`src/rtl/idct_1d_pipe.sv`:
```
// idct_1d_pipe: 8-point 1D inverse DCT with an even/odd butterfly and five register levels.
// The pipeline stalls globally: every stage advances only when the output slot is free or being taken.
module idct_1d_pipe #(
    parameter int IW = 12,
    parameter int OW = 10
) (
    input  logic                 clk,
    input  logic                 rst_n,
    input  logic                 in_valid,
    output logic                 in_ready,
    input  logic                 in_last,
    input  logic signed [IW-1:0] X0,
    input  logic signed [IW-1:0] X1,
    input  logic signed [IW-1:0] X2,
    input  logic signed [IW-1:0] X3,
    input  logic signed [IW-1:0] X4,
    input  logic signed [IW-1:0] X5,
    input  logic signed [IW-1:0] X6,
    input  logic signed [IW-1:0] X7,
    output logic                 out_valid,
    input  logic                 out_ready,
    output logic                 out_last,
    output logic signed [OW-1:0] x0,
    output logic signed [OW-1:0] x1,
    output logic signed [OW-1:0] x2,
    output logic signed [OW-1:0] x3,
    output logic signed [OW-1:0] x4,
    output logic signed [OW-1:0] x5,
    output logic signed [OW-1:0] x6,
    output logic signed [OW-1:0] x7
);
    localparam int AW = IW + 11;
    localparam logic signed [AW-1:0] MAXV = AW'((1 << (OW - 1)) - 1);
    localparam logic signed [AW-1:0] MINV = ~MAXV;
    // Rows n=0..3 of the even (X0,X2,X4,X6) and odd (X1,X3,X5,X7) halves; row 7-n reuses row n.
    localparam int EC [4][4] = '{'{91, 118, 91, 49}, '{91, 49, -91, -118},
                                 '{91, -49, -91, 118}, '{91, -118, 91, -49}};
    localparam int OC [4][4] = '{'{126, 106, 71, 25}, '{106, -25, -126, -71},
                                 '{71, -126, 25, 106}, '{25, -71, 106, -126}};

    logic                 en;
    logic [4:0]           v, l;
    logic signed [IW-1:0] xe [4];
    logic signed [IW-1:0] xd [4];
    logic signed [AW-1:0] pe [4][4];
    logic signed [AW-1:0] po [4][4];
    logic signed [AW-1:0] e [4];
    logic signed [AW-1:0] o [4];
    logic signed [AW-1:0] b [8];
    logic signed [OW-1:0] y [8];

    function automatic logic signed [OW-1:0] sat(input logic signed [AW-1:0] s);
        logic signed [AW-1:0] r;
        r = s >>> 8;
        return r > MAXV ? OW'(MAXV) : r < MINV ? OW'(MINV) : r[OW-1:0];
    endfunction

    assign en        = !v[4] || out_ready;
    assign in_ready  = en;
    assign out_valid = v[4];
    assign out_last  = l[4];
    assign x0 = y[0];
    assign x1 = y[1];
    assign x2 = y[2];
    assign x3 = y[3];
    assign x4 = y[4];
    assign x5 = y[5];
    assign x6 = y[6];
    assign x7 = y[7];

    always_ff @(posedge clk or negedge rst_n) begin
        if (!rst_n) begin
            v <= '0;
            l <= '0;
            for (int i = 0; i < 4; i++) begin
                xe[i] <= '0;
                xd[i] <= '0;
                e[i]  <= '0;
                o[i]  <= '0;
                for (int j = 0; j < 4; j++) begin
                    pe[i][j] <= '0;
                    po[i][j] <= '0;
                end
            end
            for (int i = 0; i < 8; i++) begin
                b[i] <= '0;
                y[i] <= '0;
            end
        end else if (en) begin
            v <= {v[3:0], in_valid};
            l <= {l[3:0], in_valid && in_last};
            if (in_valid) begin
                xe <= '{X0, X2, X4, X6};
                xd <= '{X1, X3, X5, X7};
            end
            for (int n = 0; n < 4; n++) begin
                for (int j = 0; j < 4; j++) begin
                    if (v[0]) begin
                        pe[n][j] <= AW'(xe[j]) * AW'(EC[n][j]);
                        po[n][j] <= AW'(xd[j]) * AW'(OC[n][j]);
                    end
                end
                if (v[1]) begin
                    e[n] <= pe[n][0] + pe[n][1] + pe[n][2] + pe[n][3];
                    o[n] <= po[n][0] + po[n][1] + po[n][2] + po[n][3];
                end
                // The +128 rounding bias is folded into the butterfly so the last stage only shifts and clamps.
                if (v[2]) begin
                    b[n]     <= e[n] + o[n] + AW'(128);
                    b[7 - n] <= e[n] - o[n] + AW'(128);
                end
            end
            for (int n = 0; n < 8; n++)
                if (v[3]) y[n] <= sat(b[n]);
        end
    end
endmodule

```
`config.mk`:
```
export PLATFORM = sky130hd
export DESIGN_NAME = idct_1d_pipe
export DESIGN_NICKNAME = d
export VERILOG_FILES = /design/src/rtl/idct_1d_pipe.sv
export SDC_FILE = /design/constraint.sdc
export NUM_CORES = 2
export LEC_CHECK = 0
export CAP_MARGIN = 20
export CORE_MARGIN = 3
export CORE_UTILIZATION = 35
export CTS_CLUSTER_SIZE = 16
export DETAILED_ROUTE_END_ITERATION = 8
export PLACE_DENSITY = 0.61
export REMOVE_ABC_BUFFERS = 1
export SYNTH_ARGS = -nofsm -noshare
export SYNTH_HDL_FRONTEND = slang
export SYNTH_SLANG_ARGS = --single-unit
```
`constraint.sdc`:
```
create_clock -name clk -period 12.3 [get_ports clk]
set_input_delay 1.845 -clock clk [delete_from_list [all_inputs] [get_ports clk]]
set_output_delay 1.845 -clock clk [all_outputs]
set_load 0.1 [all_outputs]
```
==> results.cfg <==
[status]
status = completed

[global_route]
grt_usage_pct = 19.52
grt_max_degree = 219
grt_pass1_wl_um = 429700
grt_pass1_vias = 69620
antenna_found_initial = 19
grt-ovfl-total = 0

[sta]
layout_setup_ws_ns = 5.943
rsz0062_at_grt = no
whs_ns = 0.4678
fmax_mhz = 157.3
tns_ns = 0
fin_skew_ns = 0.06940
slew_violations = 0
worstMarginPinSlew_ns = 1.098
finalHoldViolCount = 0
setup_violations = 0
fin_crit_sh_pct = 51.69
period_minus_slack_ns = 6.357
maxSlewHeadroom_pct = 26.59

[placement]
gp_congestion = 0.9423
dp_slack_ns = 5.808
place_inst = 14120
io_buffer_count = 183
hpwl_um = 229200

[worst_setup_path]
arrival_ns = 4.51
crit_type = in2out
cp_max_fo = 15
setup.worst_path.end_class = output port
start_kind = input port
required_ns = 10.45
r2r_cells = 17

[logic_synthesis]
synth_top_area_share_pct = 24.91
syn_area_per_cell_um2 = 9.300
yosysTopAreaCell = dfrtp_1
syn_inst = 10440
synthArstFlopShare_pct = 100.0
yosys-top-cells-area = dfrtp_1 25%, ha_1 19%, fa_1 17%
yosys-top-cells-count = 2,088 x inv_1, 1,512 x ha_1, 1,074 x nand2_1, 979 x o21ai_0, 966 x dfrtp_1
yosysUniqueCellTypes = 84
ys_seq_area_share_pct = 24.91
netlist_area_um2 = 97050
ys_ff_latch = 966
synth_edf_count = 0
yosysWarnings = 0
ys.flop_type = dfrtp_1
synth.most_common_cell = inv_1

[finish]
fill_cells = 27500
fin_nets = 13010
drive_above_1_share_pct = 4.087
area_growth_pct = 10.41
instances_no_fill = 14330

[detailed_routing]
post_drt_wl_per_cell_um = 19.33
finalWirelength_um = 277100
drcViolationCount = 0
ant_nets = 0
avgViaCountPerCell = 4.900
vias = 70230
detail_route.first_pass.iterations = 5
drt_iter0_drc = 4820

[clocking]
clkTransAtPathRegs_ns = 0.05
clock_latency_ns = 0.79
cts_resized = 0
postCtsSetupBuffers = 0
cts-root-buf = clkbuf_16
postCtsHoldBufs = 0
ctsHtreeMaxLevel = 3
cts_buffers = 115
clock-sinks = 966
cts_tree = yes
clk_path_buf_depth = 3

[floorplan]
die_y_um = 532.6
die-area_um2 = 283600
pin_count = 184
fp-row-count = 192
die_x_um = 532.6
core-area_um2 = 274800
start_util_pct = 35.31

[hold_path]
hold_path_depth = 2
worstHoldPathType = reg2reg

[job]
maxCapViolations = 0
## cell families after synthesis
family | after synthesis | synth area share [%]
AO/OA/AOI/OAI | 2144 | 13.34
multiplexers | 144 | 1.650
AND/OR/NAND/NOR | 1890 | 8.656
buffers and inverters | 2316 | 8.959
flip-flops | 966 | 24.91
XOR/XNOR | 619 | 5.586
adder cells (fa/ha/maj) | 2356 | 36.90
## routing by layer
| metal | part of all wire (%) | global-route usage, % | vias to the layer above |
|---|---|---|---|
| met1 | 49 | 29.48 | 34080 |
| met4 | 2.2 | 3.994 | 12 |
| li1 | - | - | 34340 |
| met5 | 0.026 | 0 | - |
| met2 | 43 | 29.54 | 1562 |
| met3 | 5.8 | 2.736 | 237 |
## sequential cells by signal, summed over array words and instances (netlist names), 10 cells and up
signal and count:
po 277, pe 201, o 92, e 90
x0 10, xd 48, x2 10, x6 10
b 120, x4 10, xe 48, x3 10
x7 10, x5 10, x1 10
## placed cells by master, fill, tap and decap left out, types with 18 or more instances in the layout
cell	netlist	layout
or2_2	30	30
nor2b_1	34	34
o21ai_0	979	979
nor3b_1	20	20
a21o_1	197	197
nand2b_1	32	32
clkbuf_1	197	21
clkdlybuf4s50_1	0	182
a211o_1	18	18
clkbuf_16	0	115
and2_1	37	35
o31ai_1	59	59
ha_1	1512	1512
a211oi_1	53	53
o211ai_1	35	35
fa_1	844	844
o41ai_1	31	31
nand4_1	18	18
buf_4	0	31
and3_1	45	45
xnor2_1	363	363
a21oi_1	392	392
dfrtp_1	966	966
clkbuf_8	0	23
nor3_1	131	131
nand3_1	130	130
nand2_1	1074	1069
a31oi_1	55	55
mux2_2	128	128
inv_1	2088	2088
o21bai_1	106	106
nor2_1	227	227
or3_1	46	46
o21a_1	41	41
xor2_1	256	256
## final timing paths
kind / start / to / slack [ns]
worst max-delay path: out_ready / in_ready / 5.94
worst min-delay path: l[4]$_DFFE_PN0N_ / l[4]$_DFFE_PN0N_ / 0.47
worst max register to register: xd[38]$_DFFE_PN0P_ / po[362]$_DFFE_PN0P_ / 6.99
worst min register to register: l[4]$_DFFE_PN0N_ / l[4]$_DFFE_PN0N_ / 0.47
max in group asynchronous: rst_n / x6[5]$_DFFE_PN0P_ / 9.03
min in group asynchronous: rst_n / xd[24]$_DFFE_PN0P_ / 1.09
## metrics by stage
step	util [%]	area, µm²
CTS	38.98	107100
floorplan	-	96200
detailed placement	37.52	103100
finish	38.99	107200
global route	38.99	107100
global placement	37.52	103100
## cell type report
type	count	area [µm²]	area share [%]
inverters	2089	7841	7.318
clock inverters	52	740.7	0.6913
multi-input cells	7153	64220	59.94
well taps	3686	4612	4.304
clock buffers	159	3273	3.055
repair buffers	224	2277	2.125
diodes	5	12.51	0.01168
flip-flops and latches	966	24170	22.56
## worst max-delay path, stage by stage
cell and delay [ns]:
clkdlybuf4s50_1 0.40, nor2b_1 0.58, inv_1 0.58, clkdlybuf4s50_1 1.11
Power is left out: the tool's default activity adds up to more than one toggle a clock period on the data nets, which glitch-free logic cannot reach.
